File: src/rtl/risc32_wb_pipe_stage.sv
// MEM/WB pipeline register with stall/flush control, architectural HI/LO
// with same-cycle bypass from the WB slot, and a retired-instruction counter.
module risc32_wb_pipe_stage #(
  parameter int unsigned DATA_W  = 32,
  parameter int unsigned RADDR_W = 5,
  parameter int unsigned CNT_W   = 32
) (
  input  logic               clk,
  input  logic               rst,
  input  logic [1:0]         stall_i,
  input  logic               flush_i,
  input  logic               mem_valid_i,
  input  logic [RADDR_W-1:0] mem_wd_i,
  input  logic               mem_wreg_i,
  input  logic [DATA_W-1:0]  mem_wdata_i,
  input  logic [DATA_W-1:0]  mem_hi_i,
  input  logic [DATA_W-1:0]  mem_lo_i,
  input  logic               mem_whilo_i,
  output logic               wb_valid_o,
  output logic [RADDR_W-1:0] wb_wd_o,
  output logic               wb_wreg_o,
  output logic [DATA_W-1:0]  wb_wdata_o,
  output logic [DATA_W-1:0]  wb_hi_o,
  output logic [DATA_W-1:0]  wb_lo_o,
  output logic               wb_whilo_o,
  output logic [DATA_W-1:0]  hi_o,
  output logic [DATA_W-1:0]  lo_o,
  output logic [CNT_W-1:0]   retired_o
);

  logic              load_bubble;
  logic              capture;
  logic              commit;
  logic [DATA_W-1:0] hi_reg;
  logic [DATA_W-1:0] lo_reg;

  // Stage-register control decode; stall 2'b10 falls through to capture.
  always_comb begin
    load_bubble = flush_i | (stall_i == 2'b01);
    capture     = ~stall_i[0];
    commit      = wb_valid_o & ~stall_i[1];
  end

  // MEM/WB pipeline register: flush/bubble, capture or hold.
  always_ff @(posedge clk or posedge rst) begin
    if (rst) begin
      wb_valid_o <= 1'b0;
      wb_wd_o    <= '0;
      wb_wreg_o  <= 1'b0;
      wb_wdata_o <= '0;
      wb_hi_o    <= '0;
      wb_lo_o    <= '0;
      wb_whilo_o <= 1'b0;
    end else if (load_bubble) begin
      wb_valid_o <= 1'b0;
      wb_wd_o    <= '0;
      wb_wreg_o  <= 1'b0;
      wb_wdata_o <= '0;
      wb_hi_o    <= '0;
      wb_lo_o    <= '0;
      wb_whilo_o <= 1'b0;
    end else if (capture) begin
      wb_valid_o <= mem_valid_i;
      wb_wd_o    <= mem_wd_i;
      wb_wreg_o  <= mem_wreg_i & mem_valid_i;
      wb_wdata_o <= mem_wdata_i;
      wb_hi_o    <= mem_hi_i;
      wb_lo_o    <= mem_lo_i;
      wb_whilo_o <= mem_whilo_i & mem_valid_i;
    end
  end

  // Architectural HI/LO and retire counter update on commit, flush or not.
  always_ff @(posedge clk or posedge rst) begin
    if (rst) begin
      hi_reg    <= '0;
      lo_reg    <= '0;
      retired_o <= '0;
    end else if (commit) begin
      retired_o <= retired_o + CNT_W'(1);
      if (wb_whilo_o) begin
        hi_reg <= wb_hi_o;
        lo_reg <= wb_lo_o;
      end
    end
  end

  // Bypass pending HI/LO write ahead of the architectural value.
  always_comb begin
    hi_o = wb_whilo_o ? wb_hi_o : hi_reg;
    lo_o = wb_whilo_o ? wb_lo_o : lo_reg;
  end

endmodule

File: config.mk
export PLATFORM = sky130hd
export DESIGN_NAME = risc32_wb_pipe_stage
export DESIGN_NICKNAME = d
export VERILOG_FILES = /design/src/rtl/risc32_wb_pipe_stage.sv
export SDC_FILE = /design/constraint.sdc
export NUM_CORES = 1
export LEC_CHECK = 0
export ABC_AREA = 1
export CAP_MARGIN = 10
export CORE_MARGIN = 2
export CORE_UTILIZATION = 41
export DETAILED_ROUTE_END_ITERATION = 12
export PLACE_DENSITY = 0.73
export SLEW_MARGIN = 20
export SYNTH_ARGS = -nofsm -noshare
export SYNTH_HDL_FRONTEND = slang
export SYNTH_SLANG_ARGS = --single-unit
File: constraint.sdc
create_clock -name clk -period 6.1 [get_ports clk]
set_input_delay 0.61 -clock clk [delete_from_list [all_inputs] [get_ports clk]]
set_output_delay 0.61 -clock clk [all_outputs]
set_load 0.03 [all_outputs]
==> results.py, run 1 <==
metrics = {
    "status": {
        "status": "finished, final reports clean",
    },
    "min_path": {
        "hp-start": "retired_o[6]$_DFFE_PP0P_",
        "hold_depth": 1,
        "holdPathEnd": "retired_o[6]$_DFFE_PP0P_",
        "timing.hold.worst.class": "register to register",
    },
    "clocking": {
        "clk_path_buf_depth": 2,
        "clock_latency_ps": 440,
        "ctsResizeCount": 0,
        "path_clk_slew_ps": 80,
        "postCtsSetupRepairBufs": 0,
        "holdBufCountCts": 0,
        "numCtsBuffers": 17,
        "cts_sinks": 200,
        "clockRootBuffer": "clkbuf_16",
        "htree_levels": 4,
        "cts_tree": "done",
    },
    "power_and_ir_drop": {
        "total_power_mw": 3.75,
        "vdd_drop_max_mv": 0.133,
        "p_per_area_nw_per_um2": 292,
        "p_leak_nw": 5.59,
    },
    "detailed_routing": {
        "vias": 7941,
        "routed_wl_microns": 25500,
        "initialDrtViolationCount": 441,
        "detail-route-antenna-nets": 0,
        "vias_per_cell": 4.76,
        "wl_per_cell_microns": 15.3,
        "drt-pass1-iter-count": 5,
        "drc": 0,
    },
    "logic_synthesis": {
        "yosys_warnings": 0,
        "ys_ff_latch": 200,
        "synth_cell_types": 24,
        "syn_nets": 1198,
        "netlist.area_leader.share": 0.558,
        "synth_area_leaders": "dfrtp_1 (56%), nand2_1 (13%), o21ai_0 (13%)",
        "synth_area_per_cell_sq_um": 8.25,
        "synthesis.area_sq_um": 8970,
        "synthCells": 1088,
        "synth-seq-area-share": 0.558,
        "synth_top_cell_by_area": "dfrtp_1",
    },
    "timing": {
        "setup_viol": 0,
        "slew_violations": 0,
        "fmax_ghz": 0.292,
        "period_minus_slack_ps": 3420,
        "post-route-period-util": 0.561,
        "worst_pin_slew_ps": 834,
        "rsz0062_at_grt": "no",
        "fin_skew_ps": 20.0,
        "hold_viol": 0,
        "slew_headroom": 0.444,
        "finalSetupTns_ps": 0,
    },
    "grt": {
        "globalRouteOverflowTotal": 0,
        "first_global_vias": 7605,
        "grt_usage": 0.220,
        "antenna_found_initial": 2,
        "grt_pass1_wl_microns": 40600,
        "grt_max_degree": 117,
    },
    "place": {
        "hpwl_microns": 18200,
        "place_congestion": 0.872,
        "numPortBuffers": 308,
        "dp.cells": 1633,
    },
    "setup_path": {
        "cp-end-kind": "output pin",
        "crit_chain": "buf_4, nand2_1, o21ai_0, clkdlybuf4s50_1",
        "regToRegStartpoint": "wb_valid_o$_DFFE_PP0P_",
        "start_kind": "register",
        "critical_path_class": "register to output pin",
        "cp_max_fo": 66,
        "max_stage_delay_ps": 810,
        "rrSetupSlack_ps": 3870,
        "cp.arrival_ps": 2810,
        "reg2regPathDepth": 5,
        "critical_path_required_ps": 5490,
        "r2r-end": "lo_reg[4]$_DFFE_PP0P_",
        "critPathSlowestCell": "dfrtp_4",
    },
    "floorplan": {
        "rows": 54,
        "coreArea_sq_um": 21600,
        "die_x_microns": 152,
        "die_area_sq_um": 23100,
        "ioPinCount": 309,
        "die_h_microns": 152,
        "initial_core_util": 0.415,
    },
    "job": {
        "drv_cap": 0,
    },
    "layout": {
        "area_growth_pct": 43.4,
        "final_common_cell": "clkdlybuf4s50_1",
        "final_util": 0.595,
        "layout-drive-gt1-share": 0.0484,
        "final_cell_mix": "clkdlybuf4s50_1 (308), nand2_1 (307), o21ai_0 (225), dfrtp_1 (199), inv_1 (196)",
        "fin_nets": 1482,
        "fin_cells": 1667,
    },
}
==> critical path, delay by kind of cell, from the launching register on <==
family | cells | cell delay, ps
AO/OA/AOI/OAI | 1 | 130
buffers and inverters | 2 | 1300
flip-flops | 1 | 810
AND/OR/NAND/NOR | 1 | 110
==> cells in the mapped netlist <==
| cell | n |
|---|---|
| and2_1 | 1 |
| buf_2 | 21 |
| buf_4 | 4 |
| clkbuf_1 | 21 |
| clkbuf_2 | 4 |
| dfrtp_1 | 200 |
| ha_1 | 1 |
| inv_1 | 197 |
| inv_2 | 2 |
| nand2_1 | 307 |
| nand2_2 | 7 |
| nand2_4 | 2 |
| nand3_1 | 11 |
| nand3_2 | 5 |
| nand3b_1 | 10 |
| nand4_1 | 5 |
| nor2_1 | 31 |
| nor2_4 | 8 |
| nor2_8 | 1 |
| nor3_1 | 2 |
| o21ai_0 | 225 |
| o21ai_1 | 7 |
| xnor2_1 | 9 |
| xor2_1 | 7 |
==> area by class of cell <==
type / instances / area, sq um
fill: 1880 / 8760
sequential: 200 / 5010
timing repair buffer: 315 / 3140
multi-input combinational: 639 / 2990
inverter: 199 / 756
clock buffer: 17 / 425
tap: 280 / 350
clock inverter: 15 / 189
antenna: 2 / 5.00
==> worst max-delay path by stage <==
stage	startpoint	to	slack, ps	depth (start not counted)
floorplan	rst	hi_reg[0]$_DFFE_PP0P_	40	1
detailed placement	stall_i[1]	lo_reg[4]$_DFFE_PP0P_	3100	7
finish	wb_whilo_o$_DFFE_PP0P_	lo_o[9]	2680	4
global route	wb_whilo_o$_DFFE_PP0P_	lo_o[2]	2440	4
global placement	stall_i[1]	lo_reg[4]$_DFFE_PP0P_	3110	7
CTS	wb_whilo_o$_DFFE_PP0P_	hi_o[31]	2610	4
==> cells by family (layout without fill, tap and decap cells) <==
kind of cell    count (synthesis)  count (layout)  synth area share
fa+ha+maj                       1               1           0.00139
flops                         200             200             0.558
other cells                     0               2                 0
compound gates                232             232             0.129
simple gates                  390             390             0.186
xor+xnor                       16              16            0.0156
buf+inv                       249             546             0.109
==> where the power goes <==
part	switching, mW	internal, mW
clock	0.536	0.656
sequential	0.0810	1.47
combinational	0.609	0.399
==> metal layers <==
| metal | up-vias | global-route usage | wire length, microns |
|---|---|---|---|
| met3 | 41 | 0.0590 | 1720 |
| li1 | 3897 | - | - |
| met5 | - | 0 | 0 |
| met1 | 3719 | 0.281 | 10900 |
| met4 | 0 | 0.0912 | 672 |
| met2 | 284 | 0.355 | 12200 |
==> per-stage QoR <==
step / worst slack (ps) / hold WS (ps) / area (sq um)
finish: 2680 / 529 / 12900
global route: 2440 / 543 / 12900
CTS: 2610 / 528 / 12900
detailed placement: 3100 / 514 / 12200
global placement: 3110 / 511 / 12200
floorplan: 36.0 / 501 / 8970
No activity file was read; power rests on OpenSTA's default activity.
==> inputs of run 2 (changes only) <==
--- a/config.mk
+++ b/config.mk
@@ -8,9 +8,9 @@
 export ABC_AREA = 1
 export CAP_MARGIN = 10
 export CORE_MARGIN = 2
-export CORE_UTILIZATION = 41
+export CORE_UTILIZATION = 46
 export DETAILED_ROUTE_END_ITERATION = 12
-export PLACE_DENSITY = 0.73
+export PLACE_DENSITY = 0.78
 export SLEW_MARGIN = 20
 export SYNTH_ARGS = -nofsm -noshare
 export SYNTH_HDL_FRONTEND = slang
==> constraint.sdc (replaced) <==
create_clock -name clk -period 3.2 [get_ports clk]
set_input_delay 0.32 -clock clk [delete_from_list [all_inputs] [get_ports clk]]
set_output_delay 0.32 -clock clk [all_outputs]
set_load 0.03 [all_outputs]
==> run 2 against run 1 <==
Non-clock buffer count is 13 higher. Setup slack lost 2300 ps. Sequential power up 91%. Sequential share of layout area down 0.30 points. Register-to-register slack got worse by 2400 ps. Die area down 11%. Sequential cell count is the same. Cell area is 0.78% higher. First-iteration DRC count is 2.7% higher. Total power up 86%. Critical endpoint is now lo_o[6]. Largest cell class unchanged. Largest power group unchanged.
==> results.py, run 2 (same netlist as run 1, synthesis figures left out) <==
metrics = {
    "place": {
        "place_congestion": 0.920,
        "numPortBuffers": 308,
        "hpwl_microns": 18900,
        "dpl_cell_area_sq_um": 12400,
    },
    "power_and_ir_drop": {
        "p_per_area_nw_per_um2": 537,
        "net-switching-power_mw": 2.35,
        "internal_power_mw": 4.62,
        "p_leak_nw": 5.65,
        "p_comb_frac": 0.279,
        "clkPwrFrac": 0.296,
        "p_sw_frac": 0.337,
        "vdd_drop_max_mv": 0.324,
        "power_frac_seq": 0.425,
        "total_power_mw": 6.96,
    },
    "grt": {
        "globalRouteOverflowTotal": 0,
        "grt_usage": 0.254,
        "first_global_vias": 7903,
        "grt_pass1_wl_microns": 40500,
        "grt_max_degree": 105,
        "antenna_found_initial": 2,
    },
    "floorplan": {
        "die_area_sq_um": 20600,
        "ioPinCount": 309,
        "rows": 51,
        "initial_core_util": 0.466,
        "die_h_microns": 144,
        "die_x_microns": 144,
        "coreArea_sq_um": 19300,
    },
    "timing": {
        "slew_headroom": 0.527,
        "period_minus_slack_ps": 2790,
        "worst_pin_slew_ps": 708,
        "finalSetupTns_ps": 0,
        "rsz0062_at_grt": "no",
        "slew_violations": 0,
        "fin_skew_ps": 12.7,
        "setup_viol": 0,
        "hold_viol": 0,
        "fmax_ghz": 0.358,
        "post-route-period-util": 0.872,
    },
    "setup_path": {
        "rrSetupSlack_ps": 1520,
        "cp-end-kind": "output pin",
        "cp_num_cells": 4,
        "critical_path_required_ps": 2880,
        "critPathBufInv": 2,
        "cp.arrival_ps": 2470,
        "critPathSlowestCell": "clkdlybuf4s50_1",
        "path_delay_family": "buffers and inverters",
        "crit_chain": "buf_4, nand2_1, o21ai_0, clkdlybuf4s50_1",
        "r2r-end": "retired_o[15]$_DFFE_PP0P_",
        "critical_path_class": "register to output pin",
        "cp_max_fo": 55,
        "start_kind": "register",
        "worstSetupEndpoint": "lo_o[6]",
        "crit_start": "wb_whilo_o$_DFFE_PP0P_",
        "regToRegStartpoint": "wb_valid_o$_DFFE_PP0P_",
        "reg2regPathDepth": 6,
        "max_stage_delay_ps": 730,
    },
    "detailed_routing": {
        "drc": 0,
        "wl_per_cell_microns": 15.3,
        "vias": 8021,
        "detail-route-antenna-nets": 0,
        "routed_wl_microns": 25400,
        "drt-pass1-iter-count": 4,
        "initialDrtViolationCount": 453,
        "vias_per_cell": 4.82,
    },
    "min_path": {
        "timing.hold.worst.class": "input pin to asynchronous set/reset pin",
    },
    "status": {
        "status": "finished, final reports clean",
    },
    "layout": {
        "area_growth_pct": 44.5,
        "layout-drive-gt1-share": 0.0565,
        "post-route-cell-area_sq_um": 13000,
        "final_cell_mix": "clkdlybuf4s50_1 (308), nand2_1 (307), o21ai_0 (225), dfrtp_1 (199), inv_1 (196)",
        "final_common_cell": "clkdlybuf4s50_1",
        "fin_nets": 1495,
    },
    "clocking": {
        "cts_tree": "done",
        "holdBufCountCts": 0,
        "clockRootBuffer": "clkbuf_16",
        "clk_path_buf_depth": 2,
        "ctsResizeCount": 0,
        "clock_latency_ps": 440,
        "cts_sinks": 200,
        "path_clk_slew_ps": 70,
        "numCtsBuffers": 17,
        "postCtsSetupRepairBufs": 0,
        "htree_levels": 4,
    },
    "job": {
        "drv_cap": 0,
    },
}
[run 2: changes by cell type in the layout (fill, tap and decap cells not counted), moves of 2 or more]
cell and delta:
clkinv_2 -2, buf_12 +6, buf_4 +7, bufinv_16 -3
clkinvlp_4 +2
[run 2: how the worst min path moves through the flow]
stage	from	endpoint	slack, ps
global route	rst	lo_reg[23]$_DFFE_PP0P_	410
detailed placement	retired_o[31]$_DFFE_PP0P_	retired_o[31]$_DFFE_PP0P_	490
global placement	retired_o[31]$_DFFE_PP0P_	retired_o[31]$_DFFE_PP0P_	470
finish	rst	lo_reg[21]$_DFFE_PP0P_	350
floorplan	mem_hi_i[0]	wb_hi_o[0]$_DFFE_PP0P_	440
CTS	rst	lo_reg[23]$_DFFE_PP0P_	360
[run 2: layout make-up]
| class | count | area [sq um] |
|---|---|---|
| multi-input combinational | 639 | 2990 |
| timing repair buffer | 328 | 3310 |
| inverter | 199 | 752 |
| tap | 265 | 332 |
| fill | 1597 | 6310 |
| antenna | 2 | 5.00 |
| clock buffer | 18 | 429 |
| clock inverter | 14 | 135 |
| sequential | 200 | 5010 |
[run 2: through the flow]
step | setup slack, ps | cells | utilization | hold WS [ps]
floorplan | 292 | 1088 | - | 441
CTS | 395 | 1663 | 0.672 | 362
detailed placement | 863 | 1631 | 0.643 | 485
global route | 227 | 1665 | 0.673 | 410
finish | 408 | 1665 | 0.673 | 350
global placement | 897 | 1631 | 0.643 | 471
[run 2: metal layers]
metal  up-vias  GRT usage  routed length (microns)
li1       3926          -                        -
met1      3747      0.315                    10400
met4         0      0.112                      907
met2       298      0.420                    12200
met3        50     0.0646                     1940
met5         -          0                        0
[run 2: power groups by stage]
stage / Combinational [mW] / Sequential, mW / Clock, mW
2_1_floorplan: 0.914 / 3.13 / 0
3_3_place_gp: 1.92 / 3.00 / 0
3_5_place_dp: 1.95 / 3.01 / 0
4_1_cts: 1.96 / 2.96 / 2.10
5_1_grt: 2.10 / 2.99 / 2.21
6_report: 1.94 / 2.96 / 2.06
